File: src/rtl/mii_rx_frame_deframer.sv
// MII receive deframer: strips preamble/SFD, packs nibbles into bytes
// (low nibble first), checks the CRC-32 residue and reports per-frame status.
module mii_rx_frame_deframer #(
    parameter int unsigned MIN_PRE = 8,
    parameter int unsigned MIN_LEN = 64,
    parameter int unsigned MAX_LEN = 1518
) (
    input  logic        clk_25Mz,
    input  logic        reset,
    input  logic        RX_DV,
    input  logic        RX_ER,
    input  logic [3:0]  DATA,
    output logic [7:0]  rx_byte,
    output logic        rx_valid,
    output logic        rx_sof,
    output logic        frame_done,
    output logic [10:0] frame_len,
    output logic        crc_ok,
    output logic        frame_err,
    output logic [15:0] frame_cnt,
    output logic [15:0] err_cnt
);

    localparam logic [31:0] CRC_INIT = '1;
    localparam logic [31:0] CRC_POLY = 32'hEDB88320;
    localparam logic [31:0] RESIDUE  = 32'hDEBB20E3;

    typedef enum logic [2:0] {
        S_IDLE, S_PREAMBLE, S_DATA_LO, S_DATA_HI, S_END, S_DROP
    } state_t;

    state_t      state_q, state_d;
    logic        dv_q, er_q;
    logic [3:0]  nib_q;
    logic [3:0]  pre_cnt_q, lo_q;
    logic        sof_pend_q, er_flag_q, align_q;
    logic [10:0] len_q;
    logic [31:0] crc_q;
    logic [7:0]  rx_byte_q;
    logic        rx_valid_q, rx_sof_q, frame_done_q, crc_ok_q, frame_err_q;
    logic [10:0] frame_len_q;
    logic [15:0] frame_cnt_q, err_cnt_q;

    logic sfd_ok;
    logic pre_start, pre_step, sfd_hit, pre_abort;
    logic lo_latch, byte_fire, dribble, er_hit, frame_end, frame_bad;

    function automatic logic [31:0] crc32_byte(input logic [31:0] crc, input logic [7:0] b);
        logic [31:0] c;
        c = crc;
        for (int unsigned i = 0; i < 8; i++) begin
            if (c[0] ^ b[i]) c = (c >> 1) ^ CRC_POLY;
            else             c = c >> 1;
        end
        return c;
    endfunction

    assign sfd_ok = (nib_q == 4'hD) && (32'(pre_cnt_q) >= MIN_PRE);

    // Register the PHY pins once; everything downstream uses these copies
    always_ff @(posedge clk_25Mz) begin
        if (reset) begin
            dv_q  <= 1'b0;
            er_q  <= 1'b0;
            nib_q <= '0;
        end else begin
            dv_q  <= RX_DV;
            er_q  <= RX_ER;
            nib_q <= DATA;
        end
    end

    // State register
    always_ff @(posedge clk_25Mz) begin
        if (reset) state_q <= S_IDLE;
        else       state_q <= state_d;
    end

    // Next-state logic; END also watches for a new preamble so a frame
    // following after a single idle cycle keeps its first nibble
    always_comb begin
        state_d = state_q;
        case (state_q)
            S_IDLE, S_END: begin
                state_d = S_IDLE;
                if (dv_q) state_d = (nib_q == 4'h5) ? S_PREAMBLE : S_DROP;
            end
            S_PREAMBLE: begin
                if (!dv_q)                state_d = S_IDLE;
                else if (nib_q == 4'h5)   state_d = S_PREAMBLE;
                else if (sfd_ok)          state_d = S_DATA_LO;
                else                      state_d = S_DROP;
            end
            S_DATA_LO: state_d = dv_q ? S_DATA_HI : S_END;
            S_DATA_HI: state_d = dv_q ? S_DATA_LO : S_END;
            S_DROP:    state_d = dv_q ? S_DROP : S_IDLE;
            default:   state_d = S_IDLE;
        endcase
    end

    // Decode per-cycle datapath events from state and sampled inputs
    always_comb begin
        pre_start = 1'b0;
        pre_step  = 1'b0;
        sfd_hit   = 1'b0;
        pre_abort = 1'b0;
        lo_latch  = 1'b0;
        byte_fire = 1'b0;
        dribble   = 1'b0;
        case (state_q)
            S_IDLE, S_END: pre_start = dv_q && (nib_q == 4'h5);
            S_PREAMBLE: begin
                if (!dv_q)              pre_abort = 1'b1;
                else if (nib_q == 4'h5) pre_step  = 1'b1;
                else if (sfd_ok)        sfd_hit   = 1'b1;
                else                    pre_abort = 1'b1;
            end
            S_DATA_LO: lo_latch = dv_q;
            S_DATA_HI: begin
                byte_fire = dv_q;
                dribble   = !dv_q;
            end
            default: ;
        endcase
        frame_end = (state_q == S_END);
        er_hit    = dv_q && er_q && ((state_q == S_DATA_LO) || (state_q == S_DATA_HI));
        frame_bad = er_flag_q || align_q || (crc_q != RESIDUE) ||
                    (32'(len_q) < MIN_LEN) || (32'(len_q) > MAX_LEN);
    end

    // Datapath: byte assembly, length/CRC accumulation, status and counters
    always_ff @(posedge clk_25Mz) begin
        if (reset) begin
            pre_cnt_q    <= '0;
            lo_q         <= '0;
            sof_pend_q   <= 1'b0;
            er_flag_q    <= 1'b0;
            align_q      <= 1'b0;
            len_q        <= '0;
            crc_q        <= CRC_INIT;
            rx_byte_q    <= '0;
            rx_valid_q   <= 1'b0;
            rx_sof_q     <= 1'b0;
            frame_done_q <= 1'b0;
            frame_len_q  <= '0;
            crc_ok_q     <= 1'b0;
            frame_err_q  <= 1'b0;
            frame_cnt_q  <= '0;
            err_cnt_q    <= '0;
        end else begin
            rx_valid_q   <= byte_fire;
            rx_sof_q     <= byte_fire && sof_pend_q;
            frame_done_q <= frame_end;

            if (pre_start)                      pre_cnt_q <= 4'd1;
            else if (pre_step && pre_cnt_q != '1) pre_cnt_q <= pre_cnt_q + 4'd1;

            if (sfd_hit) begin
                sof_pend_q <= 1'b1;
                len_q      <= '0;
                crc_q      <= CRC_INIT;
                er_flag_q  <= 1'b0;
                align_q    <= 1'b0;
            end

            if (lo_latch) lo_q <= nib_q;
            if (er_hit)   er_flag_q <= 1'b1;
            if (dribble)  align_q <= 1'b1;

            if (byte_fire) begin
                rx_byte_q  <= {nib_q, lo_q};
                sof_pend_q <= 1'b0;
                if (len_q != '1) len_q <= len_q + 11'd1;
                crc_q      <= crc32_byte(crc_q, {nib_q, lo_q});
            end

            if (frame_end) begin
                frame_len_q <= len_q;
                crc_ok_q    <= (crc_q == RESIDUE);
                frame_err_q <= frame_bad;
                er_flag_q   <= 1'b0;
                align_q     <= 1'b0;
                sof_pend_q  <= 1'b0;
                if (!frame_bad) begin
                    if (frame_cnt_q != '1) frame_cnt_q <= frame_cnt_q + 16'd1;
                end else begin
                    if (err_cnt_q != '1) err_cnt_q <= err_cnt_q + 16'd1;
                end
            end

            if (pre_abort && err_cnt_q != '1) err_cnt_q <= err_cnt_q + 16'd1;
        end
    end

    assign rx_byte    = rx_byte_q;
    assign rx_valid   = rx_valid_q;
    assign rx_sof     = rx_sof_q;
    assign frame_done = frame_done_q;
    assign frame_len  = frame_len_q;
    assign crc_ok     = crc_ok_q;
    assign frame_err  = frame_err_q;
    assign frame_cnt  = frame_cnt_q;
    assign err_cnt    = err_cnt_q;

endmodule

File: config.mk
export PLATFORM = sky130hd
export DESIGN_NAME = mii_rx_frame_deframer
export DESIGN_NICKNAME = d
export VERILOG_FILES = /design/src/rtl/mii_rx_frame_deframer.sv
export SDC_FILE = /design/constraint.sdc
export NUM_CORES = 1
export LEC_CHECK = 0
export CAP_MARGIN = 20
export CORE_ASPECT_RATIO = 1.5
export CORE_MARGIN = 2
export CORE_UTILIZATION = 44
export DETAILED_ROUTE_END_ITERATION = 16
export PLACE_DENSITY_LB_ADDON = 0.1
export SETUP_SLACK_MARGIN = 0.5
export SYNTH_ARGS = -nofsm -noshare
export SYNTH_HDL_FRONTEND = slang
export SYNTH_SLANG_ARGS = --single-unit
File: constraint.sdc
create_clock -name clk_25Mz -period 6.1 [get_ports clk_25Mz]
set_input_delay 0.61 -clock clk_25Mz [delete_from_list [all_inputs] [get_ports clk_25Mz]]
set_output_delay 0.61 -clock clk_25Mz [all_outputs]
set_load 0.01 [all_outputs]
[Yosys cells after proc, flatten, opt, wreduce, memory -nomap -nowiden]
Cells that the tools add are included.
Storage, ports and cells
  register bits after elaboration: 119
  bits of input ports: 8
  output and inout port bits: 56
  logic and storage cells: 145
Operators by class
  add/sub/neg operators: 4
  magnitude comparators: 3
  equality and inequality tests: 13
  multiplexer cells: 60
  bitwise logic cells: 17
  reductions and logical operators: 27
Operators with widths (number)
  32-bit 2-to-1 mux: 24
  13-bit NOT with 14-bit output: 8
  16-bit 2-to-1 mux: 4
  11-bit 2-to-1 mux: 3
  16-bit by 1-bit adder with 16-bit output, second input constant: 2
  32-bit == test, second input constant: 1
  16-bit inequality test, second input constant: 2
  32-bit inequality test, second input constant: 1
  3-bit 2-to-1 mux: 8
  1-bit 2-to-1 mux: 20
  3-bit one-hot mux with 5 select lines: 1
  2-bit nonzero test: 7
  11-bit by 1-bit adder with 11-bit output, second input constant: 1
  11-bit greater-than comparator, second input constant: 1
  11-bit by 7-bit less-than comparator with 1-bit output, second input constant: 1
  11-bit inequality test, second input constant: 1
  1-bit bitwise XOR: 8
  1-bit logical AND: 7
  3-bit by 2-bit == test with 1-bit output, second input constant: 2
  3-bit == test, second input constant: 2
  3-bit AND reduction: 2
  2-bit OR reduction: 3
  1-bit logical OR: 5
  4-bit by 1-bit adder with 4-bit output, second input constant: 1
  9 further kinds: 9

[Longest topological paths before layout]
Gate-level depths: netlist of the first run.
  depth in word-level cells: 31
  depth in mapped cells: 9
  mapped depth without buffers: 7

[Worst setup path before layout of the first run]
Ideal clock, no wire load.
  path type: register to register
  start point: reg crc_q[8]
  end point: reg err_cnt_q[1], in the netlist err_cnt[1]
  library setup time: 0.128 ns
  arrival time: 2.085 ns
  required time: 5.972 ns
  path slack: 3.888 ns
  cell stages (with the launch flop): 8
  buffers on the path: 1
  clock period less this slack: 2.212 ns
  cells stage by stage: dfxtp_1 -> or4_4 -> nor4_4 -> nand3_2 -> o31ai_4 -> buf_4 -> mux2i_1 -> nor2_1
Between the ends
  cells in the longest elaborated chain, start to end: 6
Ends and longest elaborated chain
  from (decl): RTL line 38  | logic [31:0] crc_q;
  from (signal assigned): RTL line 174  | crc_q <= crc32_byte(crc_q, {nib_q, lo_q});
  32-bit inequality test: RTL line 127  | frame_bad = er_flag_q || align_q || (crc_q != RESIDUE) ||
  1-bit logical OR (2 in series): RTL line 127
  1-bit logical OR: RTL line 128  | (32'(len_q) < MIN_LEN) || (32'(len_q) > MAX_LEN);
  2-bit nonzero test (no source line)
  3-bit AND reduction (no source line)
  to (signal assigned): RTL line 187  | if (err_cnt_q != '1) err_cnt_q <= err_cnt_q + 16'd1;
  to (signal assigned): RTL line 191  | if (pre_abort && err_cnt_q != '1) err_cnt_q <= err_cnt_q + 16'd1;
  to (decl): RTL line 42  | logic [15:0] frame_cnt_q, err_cnt_q;
No other way between the ends.
A chain may end at the register's enable or synchronous reset.

[Worst setup path in the final report of the first run]
  start point: reg state_q[0]
  end point: reg crc_q[5]
Between the ends
  cells in the longest elaborated chain, start to end: 3
  elaborated cells on any way between the ends: 6
  those cells by class: eq/ne (2); mux (3); reduce/logical (1)
Ends and longest elaborated chain
  from (decl): RTL line 32  | state_t state_q, state_d;
  from (signal assigned): RTL line 76  | else state_q <= state_d;
  3-bit by 2-bit == test with 1-bit output / 3-bit by 1-bit == test with 1-bit output (equally long branches): RTL line 110  | case (state_q)
  1-bit 2-to-1 mux: RTL line 110
  32-bit 2-to-1 mux / 2-bit nonzero test (equally long branches)
Several ways; a longest one is shown, not always the timed one.

==> results of run 1 <==
## through the flow
stage,hold WS (ps),std cells,setup WS [ps]
2_1_floorplan,419.6,620,3888
3_3_place_gp,435.2,812,3477
3_5_place_dp,438.1,813,3435
4_1_cts,445.5,844,3416
5_1_grt,472.7,844,3256
6_report,446.4,844,3448
## registers in the layout, indices dropped and copies added (netlist names)
register and flops:
frame_err 1, state_q 3, er_q 1, align_q 1
er_flag_q 1, dv_q 1, rx_valid 1, lo_q 4
crc_ok 1, frame_done 1, crc_q 32, rx_sof 1
len_q 11, pre_cnt_q 4, frame_len 11, err_cnt 16
frame_cnt 16, rx_byte 8, nib_q 4, sof_pend_q 1
## cell families (layout without fill, tap and decap cells)
family,count (synthesis),after routing,synth area share [%]
compound gates,133,133,15.84
xor+xnor,86,86,13.82
fa+ha+maj,5,5,1.125
buf+inv,43,111,3.128
flops,119,119,42.84
mux,5,5,0.9226
simple gates,229,229,22.32
## worst paths after layout
check	to	cells after the start	slack, ps
min reg2reg	rx_sof$_SDFF_PP0_	2	450
max	crc_q[5]$_SDFFE_PP1P_	6	3450
min	rx_sof$_SDFF_PP0_	2	450
max reg2reg	crc_q[5]$_SDFFE_PP1P_	6	3450
## area by class of cell
| type | count | area (sq um) |
|---|---|---|
| multi-input cells | 458 | 3004 |
| flip-flops and latches | 119 | 2382 |
| fillers | 1154 | 5493 |
| repair buffers | 67 | 655.6 |
| well taps | 156 | 195.2 |
| inverters | 13 | 48.80 |
| clock inverters | 8 | 120.1 |
| clock buffers | 23 | 488.0 |
## per-layer routing
| metal | routed length [microns] | share of wire, % |
|---|---|---|
| met1 | 5595 | 42 |
| met2 | 7097 | 53 |
| met3 | 442 | 3.3 |
| met4 | 344 | 2.6 |
| met5 | 0 | 0 |
## worst min-delay path, delay by kind of cell (launching register included)
| kind | cells | cell delay [ps] |
|---|---|---|
| AND/OR/NAND/NOR | 1 | 50 |
| buffers and inverters | 1 | 60 |
| flip-flops | 1 | 290 |
## layout by cell type (no fill, tap or decap), types with 3 or more instances in the layout
master           count
a21oi_1             52
nor2b_1              7
ha_1                 5
nor3_1              12
and3_1               4
o31ai_1             10
xor2_1              32
xnor2_1             52
and2_1               3
nand2b_1            21
clkbuf_8             4
inv_1               13
clkinv_2             3
clkbuf_16           17
clkdlybuf4s50_1     62
or2_2                6
nand3_1             17
or3_1               15
nor4_1               4
nand4b_1             6
or4_1               10
dfxtp_1            119
o21ai_0             11
bufinv_16            3
a2bb2oi_1           18
nor2_1              38
buf_4                4
nand4_1             13
nand2_1             61
o21ai_1              6
o22ai_1             14
mux2i_1              4
## power breakdown
part           leakage (nW)  switching [mW]  internal [mW]
Clock                 0.295           0.340          0.681
Sequential            0.962         0.00768          0.782
Combinational          1.02          0.0482         0.0354
==> flow_metrics.py, run 1 <==
metrics = {
    "outcome": {
        "status": "finished clean",
    },
    "clock_tree": {
        "post_cts_buffers": 0,
        "clk_latency_ps": 410,
        "cts_inserted_buffers": 17,
        "cts_tree": "built",
        "post_cts_resize_count": 0,
        "clk_path_buf_depth": 2,
        "cts.sinks": 119,
        "cts-root-buf": "clkbuf_16",
        "cts_hold_buffers": 0,
        "htreeDepth": 4,
        "clk_pin_slew_ps": 50,
    },
    "final_layout": {
        "utilization_pct": 55.66,
        "n_antenna_cell": 0,
        "layout-drive-gt1-share_pct": 7.994,
        "fin_nets": 689,
        "finalInstanceArea_sq_um": 6894,
        "syn_to_final_growth_pct": 23.99,
    },
    "run": {
        "cap_violations": 0,
    },
    "yosys": {
        "syn_inst": 620,
        "synthTopCellsByCount": "119 x dfxtp_1, 61 x nand2_1, 52 x a21oi_1, 52 x xnor2_1, 38 x nor2_1",
        "ys_ff_latch": 119,
        "ys_types": 60,
        "yosys_warnings": 0,
        "yosysMostFrequentCell": "dfxtp_1",
        "synth_edf_count": 0,
        "yosysTopAreaCell": "dfxtp_1",
        "async_reset_ff_share_pct": 0,
        "synthTopCellsByArea": "dfxtp_1 43%, xnor2_1 8.2%, xor2_1 5.0%",
        "syn-num-nets": 633,
        "synth.top_cell.area_share_pct": 42.84,
        "synthFlopType": "dfxtp_1",
        "yosysSeqAreaShare_pct": 42.84,
        "syn_avg_cell_area_sq_um": 8.968,
        "netlist_area_sq_um": 5560,
    },
    "floorplan": {
        "die_y_microns": 141.7,
        "io_pins": 64,
        "die_w_microns": 95.79,
        "dieArea_sq_um": 13570,
        "row_count": 50,
        "core_area_sq_um": 12390,
        "start_util_pct": 44.89,
    },
    "setup_path": {
        "max_stage_delay_ps": 630,
        "critPathSlowestCell": "dfxtp_1",
        "critPathKind": "reg -> reg",
        "crit_chain": "nand2b_1 -> nor3_1 -> nand2b_1 -> nand2_1 -> or2_2 -> a2bb2oi_1",
        "worstSetupEndpointType": "register",
        "critPathMaxFanout": 18,
        "critPathTopFamily": "simple AND/OR/NAND/NOR gates",
        "crit_buf_inv": 0,
        "cpMostUsedCell": "nand2b_1",
        "required_ps": 6430,
        "cp-start-kind": "register",
        "reg2reg_from": "state_q[0]$_SDFF_PP0_",
        "startpoint": "state_q[0]$_SDFF_PP0_",
        "cp.arrival_ps": 2980,
    },
    "placed_design": {
        "dpl_cell_area_sq_um": 6286,
        "gp_congestion": 0.9026,
        "portBuffers": 63,
        "dpl.hpwl_mm": 9.508,
    },
    "timing": {
        "worst_pin_slew_ps": 967.8,
        "slew_violations": 0,
        "finalCriticalPeriod_ps": 2652,
        "tns_ps": 0,
        "post-route-period-util_pct": 43.47,
        "fmax_mhz": 377.1,
        "final-setup-viol-count": 0,
        "rsz0062_at_grt": "false",
        "finalClockSkew_ps": 7.073,
        "relSlewSlack_pct": 35.48,
        "hold_viol": 0,
    },
    "global_routing": {
        "grt_max_degree": 92,
        "grt_pass1_vias": 4675,
        "grtUsageMet3_pct": 4.620,
        "grtUsageMet2_pct": 37.36,
        "grt-ovfl-total": 0,
        "grt_pass1_wl_mm": 22.14,
        "use_met1_pct": 22.78,
        "grt.busiest_layer": "met2",
        "grtUsageTotal_pct": 20.83,
        "antenna_found_initial": 0,
    },
    "detailed_routing": {
        "route.detailed.wl_per_inst_microns": 15.97,
        "drt_iter0_drc": 181,
        "drt_wl_total_mm": 13.48,
        "vias": 4687,
        "drtAntennaViolNets": 0,
        "drc": 0,
        "via_per_inst": 5.553,
        "firstDrtPassIters": 4,
    },
    "power": {
        "max-vdd-ir-drop_v": 0.0002193,
        "finalPower_mw": 1.895,
        "powerDensity_nw_per_um2": 274.9,
        "leakagePower_nw": 2.278,
    },
    "min_path": {
        "min_path_type": "reg -> reg",
        "hp-start": "sof_pend_q$_SDFFE_PP0P_",
    },
}
(Power assumes the default switching activity.)
==> run 2, diff against run 1 <==
==> constraint.sdc (replaced) <==
create_clock -name clk_25Mz -period 2.4 [get_ports clk_25Mz]
set_input_delay 0.24 -clock clk_25Mz [delete_from_list [all_inputs] [get_ports clk_25Mz]]
set_output_delay 0.24 -clock clk_25Mz [all_outputs]
set_load 0.01 [all_outputs]
==> run 2 against run 1 <==
Effect of this change:
- wire length is 12% higher
- utilization increased by 5.9 points
- cell count up 6.6%
- critical endpoint is now frame_cnt[15]$_SDFFE_PP0P_
- sequential power grew to 2.5 times the previous value
- setup slack got worse by 3300 ps
- largest cell class unchanged
- final area rose by 11%
==> flow_metrics.py, run 2 (synthesis gave the netlist of run 1 again) <==
metrics = {
    "outcome": {
        "status": "finished clean",
    },
    "global_routing": {
        "grt_pass1_wl_mm": 24.27,
        "grt-ovfl-total": 0,
        "grt_max_degree": 37,
        "grtUsageTotal_pct": 22.90,
        "grt_pass1_vias": 4941,
        "antenna_found_initial": 0,
    },
    "floorplan": {
        "io_pins": 64,
        "start_util_pct": 44.89,
        "row_count": 50,
        "die_y_microns": 141.7,
        "core_area_sq_um": 12390,
        "dieArea_sq_um": 13570,
        "die_w_microns": 95.79,
    },
    "final_layout": {
        "final_common_cell": "dfxtp_1",
        "n_antenna_cell": 0,
        "largest_reg_flops": 32,
        "fin_cells": 900,
        "syn_to_final_growth_pct": 37.22,
        "layout-drive-gt1-share_pct": 18.82,
        "filler_cell_count": 1075,
        "fin_nets": 745,
        "final_cell_mix": "113 x dfxtp_1, 62 x clkdlybuf4s50_1, 61 x nand2_1, 53 x buf_4, 51 x a21oi_1",
        "top_register": "crc_q",
    },
    "timing": {
        "worst_pin_slew_ps": 763.7,
        "relSlewSlack_pct": 48.99,
        "hold_viol": 0,
        "fmax_mhz": 436.8,
        "final-setup-viol-count": 0,
        "slew_violations": 0,
        "tns_ps": 0,
        "finalCriticalPeriod_ps": 2289,
        "rsz0062_at_grt": "true",
        "post-route-period-util_pct": 95.38,
        "finalClockSkew_ps": 10.49,
    },
    "clock_tree": {
        "cts_tree": "built",
        "clk_latency_ps": 420,
        "cts.sinks": 119,
        "clk_pin_slew_ps": 60,
        "cts_inserted_buffers": 17,
        "clk_path_buf_depth": 2,
        "cts-root-buf": "clkbuf_16",
        "cts_hold_buffers": 0,
        "htreeDepth": 4,
    },
    "detailed_routing": {
        "drt_wl_total_mm": 15.08,
        "via_per_inst": 5.500,
        "drc": 0,
        "vias": 4950,
        "firstDrtPassIters": 5,
        "route.detailed.wl_per_inst_microns": 16.76,
        "drtAntennaViolNets": 0,
        "drt_iter0_drc": 171,
    },
    "placed_design": {
        "portBuffers": 63,
        "dpl.hpwl_mm": 10.03,
        "dp_cells": 839,
        "gp_congestion": 0.8418,
    },
    "setup_path": {
        "worstSetupEndpointType": "register",
        "required_ps": 2750,
        "critPathKind": "reg -> reg",
        "critPathSlowestCell": "or4_4",
        "critPathMaxFanout": 6,
        "rr_worst_depth": 6,
        "cp.arrival_ps": 2640,
        "cp-start-kind": "register",
        "max_stage_delay_ps": 540,
        "r2r_slack_ps": 110,
        "crit_chain": "or4_4 -> nor4_4 -> and3_4 -> nand3_4 -> or4_1 -> a21oi_1",
    },
    "power": {
        "max-vdd-ir-drop_v": 0.0005134,
        "powerDensity_nw_per_um2": 657.3,
        "leakagePower_nw": 2.623,
    },
    "min_path": {
        "hold_depth": 2,
        "min_path_type": "in -> reg",
    },
    "run": {
        "cap_violations": 0,
    },
}
-- run 2: cell count changes in the layout (fill, tap and decap cells not counted), sizes merged --
cell | previous run | this run
clkinvlp | 2 | 1
buf | 5 | 59
bufinv | 3 | 4
nand3 | 20 | 22
-- run 2: final timing paths --
path	startpoint	to
worst max-delay path	crc_q[8]$_SDFFE_PP1P_	frame_cnt[15]$_SDFFE_PP0P_
worst min-delay path	reset	len_q[6]$_SDFF_PP0_
worst max register to register	crc_q[8]$_SDFFE_PP1P_	frame_cnt[15]$_SDFFE_PP0P_
worst min register to register	crc_ok$_SDFFE_PP0P_	crc_ok$_SDFFE_PP0P_
-- run 2: final cells by class --
| cell class | instances | area, sq um | share of cell area, % |
|---|---|---|---|
| clock buffer | 23 | 498.0 | 6.527 |
| clock inverter | 8 | 142.6 | 1.869 |
| inverter | 13 | 48.80 | 0.6396 |
| multi-input combinational | 460 | 3276 | 42.93 |
| sequential | 119 | 2390 | 31.32 |
| tap | 156 | 195.2 | 2.558 |
| timing repair buffer | 121 | 1080 | 14.15 |
-- run 2: critical path, delay by kind of cell, from the launching register on --
kind            cells  cell delay (ps)
compound gates      1              140
simple gates        5             1760
flops               1              320
-- run 2: stage by stage --
step           cell area (sq um)  util (%)  hold slack (ps)  setup slack, ps  power (mW)
2_1_floorplan               5582         -            368.2            257.6       2.206
3_3_place_gp                6495     52.43            443.4            93.11       2.278
3_5_place_dp                6495     52.43            447.9            55.91       2.280
5_1_grt                     7630     61.60            132.1            20.62       5.154
6_report                    7630     61.60            156.9            110.8       5.015
4_1_cts                     7468     60.29            128.5            107.6       5.047
-- run 2: repair_timing --
| action | in CTS | in global routing |
|---|---|---|
| buffers inserted | 18 | 10 |
| resized for setup | 29 | 17 |
| cloned | 2 | 0 |
| pin swaps | 23 | 17 |
| endpoints found under the setup margin | 56 | 78 |
-- run 2: report_power, final --
| part | internal (mW) | switching, mW |
|---|---|---|
| clock network | 1.86 | 0.892 |
| logic | 0.118 | 0.141 |
| registers | 1.99 | 0.0114 |
-- run 2: layer usage --
layer / up-vias / track usage, % / wire length, microns
li1: 2430 / - / -
met1: 2392 / 25.19 / 5978
met2: 102 / 41.77 / 8327
met3: 26 / 5.364 / 487
met4: 0 / 8.346 / 288
met5: - / 0 / 0
==> run 3, diff against run 2 <==
--- a/config.mk
+++ b/config.mk
@@ -10,6 +10,7 @@
 export CORE_MARGIN = 2
 export CORE_UTILIZATION = 44
 export DETAILED_ROUTE_END_ITERATION = 16
+export GPL_TIMING_DRIVEN = 0
 export PLACE_DENSITY_LB_ADDON = 0.1
 export SETUP_SLACK_MARGIN = 0.5
 export SYNTH_ARGS = -nofsm -noshare
==> run 3 against run 2 <==
Effect of this change:
- utilization fell by 0.18 points
- critical path type unchanged
- maximum frequency fell by 1.8%
- cell count fell by 0.89%
- first-iteration DRC count rose by 23%
- clock power fell by 7%
- setup slack got worse by 42 ps
- clock skew fell by 1.3 ps
- non-clock buffer count fell by 7
- combinational power barely moved
- total power fell by 3.8%
- sequential share of layout area rose by 0.21 points
==> flow_metrics.py, run 3 (synthesis gave the netlist of run 1 again) <==
metrics = {
    "min_path": {
        "hold_depth": 2,
        "min_to": "dv_q$_SDFF_PP0_",
        "hp-start": "RX_DV",
        "min_path_type": "in -> reg",
    },
    "floorplan": {
        "io_pins": 64,
        "start_util_pct": 44.89,
        "die_y_microns": 141.7,
        "dieArea_sq_um": 13570,
        "die_w_microns": 95.79,
        "core_area_sq_um": 12390,
        "row_count": 50,
    },
    "timing": {
        "hold_viol": 0,
        "fmax_mhz": 429.0,
        "finalCriticalPeriod_ps": 2331,
        "post-route-period-util_pct": 97.13,
        "relSlewSlack_pct": 54.11,
        "timing.hold.ws_ps": 372.2,
        "rsz0062_at_grt": "true",
        "worst_pin_slew_ps": 688.3,
        "final-setup-viol-count": 0,
        "slew_violations": 0,
        "finalClockSkew_ps": 9.191,
    },
    "setup_path": {
        "critPathTopFamily": "simple AND/OR/NAND/NOR gates",
        "critPathMaxFanout": 8,
        "worstSetupEndpointType": "register",
        "reg2reg_from": "crc_q[12]$_SDFFE_PP1P_",
        "r2r-end": "frame_cnt[3]$_SDFFE_PP0P_",
        "critPathSlowestCell": "or4b_4",
        "critPathKind": "reg -> reg",
        "cp.arrival_ps": 2680,
        "crit_buf_inv": 1,
        "cp-start-kind": "register",
        "crit_chain": "or4b_4 -> nor4_4 -> and3_4 -> nand3_4 -> buf_8 -> or3_1 -> a21oi_1",
        "required_ps": 2750,
        "r2r_slack_ps": 70,
        "rr_worst_depth": 7,
        "max_stage_delay_ps": 550,
    },
    "clock_tree": {
        "cts_inserted_buffers": 17,
        "htreeDepth": 4,
        "clk_latency_ps": 420,
        "clk_path_buf_depth": 2,
        "cts-root-buf": "clkbuf_16",
        "clk_pin_slew_ps": 60,
        "cts_hold_buffers": 0,
        "cts_tree": "built",
        "cts.sinks": 119,
    },
    "final_layout": {
        "top_register": "crc_q",
        "utilization_pct": 61.41,
        "layout-drive-gt1-share_pct": 19.02,
        "multiInputGateArea_sq_um": 3347,
        "seqCellArea_sq_um": 2399,
        "filler_cell_count": 1070,
        "final_common_cell": "dfxtp_1",
        "final_cell_mix": "110 x dfxtp_1, 63 x clkdlybuf4s50_1, 60 x nand2_1, 46 x a21oi_1, 44 x xnor2_1",
        "syn_to_final_growth_pct": 36.81,
        "n_antenna_cell": 0,
        "largest_reg_flops": 32,
        "fin_cells": 892,
        "finalInstanceArea_sq_um": 7607,
        "fin_nets": 736,
    },
    "detailed_routing": {
        "vias": 4966,
        "firstDrtPassIters": 4,
        "drt_iter0_drc": 211,
        "via_per_inst": 5.567,
        "drc": 0,
        "drtAntennaViolNets": 0,
        "route.detailed.wl_per_inst_microns": 17.04,
        "drt_wl_total_mm": 15.20,
    },
    "global_routing": {
        "grt_pass1_vias": 4939,
        "grt_max_degree": 17,
        "antenna_found_initial": 0,
        "grt-ovfl-total": 0,
        "grt_pass1_wl_mm": 24.70,
        "grtUsageTotal_pct": 23.36,
    },
    "power": {
        "powerDensity_nw_per_um2": 634.5,
        "sw_frac_of_total_pct": 23.57,
        "power.internal_mw": 3.689,
        "combinationalPowerShare_pct": 5.4,
        "seqPwrFrac_pct": 41.5,
        "power.switching_mw": 1.137,
        "finalPower_mw": 4.827,
        "pwr-share-clk_pct": 53.2,
        "max-vdd-ir-drop_v": 0.0004671,
        "leakagePower_nw": 2.571,
    },
    "outcome": {
        "status": "finished clean",
    },
    "placed_design": {
        "dpl_cell_area_sq_um": 6407,
        "portBuffers": 63,
        "dpl.hpwl_mm": 10.55,
        "dp_cells": 839,
        "gp_congestion": 0.9193,
    },
    "run": {
        "cap_violations": 0,
    },
}
==> run 3: how the worst max path moves through the flow <==
stage                     depth (start not counted)                   start                        end  slack [ps]
after floorplan                                   7  crc_q[14]$_SDFFE_PP1P_  frame_cnt[3]$_SDFFE_PP0P_         260
after global placement                            7  crc_q[31]$_SDFFE_PP1P_    err_cnt[1]$_SDFFE_PP0P_        -120
after detailed placement                          5   state_q[0]$_SDFF_PP0_     crc_q[27]$_SDFFE_PP1P_        -140
after CTS                                         7  crc_q[15]$_SDFFE_PP1P_  frame_cnt[3]$_SDFFE_PP0P_          70
after global routing                              7  crc_q[12]$_SDFFE_PP1P_  frame_cnt[4]$_SDFFE_PP0P_         -20
final                                             7  crc_q[12]$_SDFFE_PP1P_  frame_cnt[3]$_SDFFE_PP0P_          70
==> run 3: power groups by stage <==
stage | clock (mW) | sequential (mW) | combinational [mW]
CTS | 2.58 | 2.00 | 0.250
floorplan | 0 | 2.04 | 0.163
detailed placement | 0 | 2.04 | 0.233
finish | 2.57 | 2.00 | 0.258
global placement | 0 | 2.04 | 0.232
global route | 2.68 | 2.00 | 0.276
==> run 3: through the flow <==
stage	worst slack (ps)	setup TNS (ps)
floorplan	257.6	0
CTS	71.62	0
finish	68.86	0
global route	-24.45	-126.1
detailed placement	-141.1	-2579
global placement	-116.6	-1824
==> run 3: final cells by class <==
cell class | count | share of cell area (%)
flip-flops and latches | 119 | 31.53
multi-input cells | 458 | 44.00
plain buffers | 30 | 2.336
repair buffers | 84 | 11.02
well taps | 156 | 2.566
inverters | 13 | 0.6414
clock inverters | 13 | 1.957
clock buffers | 19 | 5.954
==> run 3: layer usage <==
metal	GRT usage (%)	wire, microns
met5	0	0
met4	10.83	483
met3	4.620	526
met2	42.51	8299
met1	25.31	5888
==> run 3: worst register-to-register path: cells and delay by family (launching register included) <==
kind / cells / cell delay, ps
buffers and inverters: 1 / 190
and+or+nand+nor: 5 / 1630
AOI/OAI and AO/OA: 1 / 120
DFF: 1 / 330
==> run 3: timing repair <==
item	CTS	global route
setup endpoints to repair	91	92
resized for setup	51	55
pin swaps	17	16
gates cloned	2	0
buffers inserted	15	4
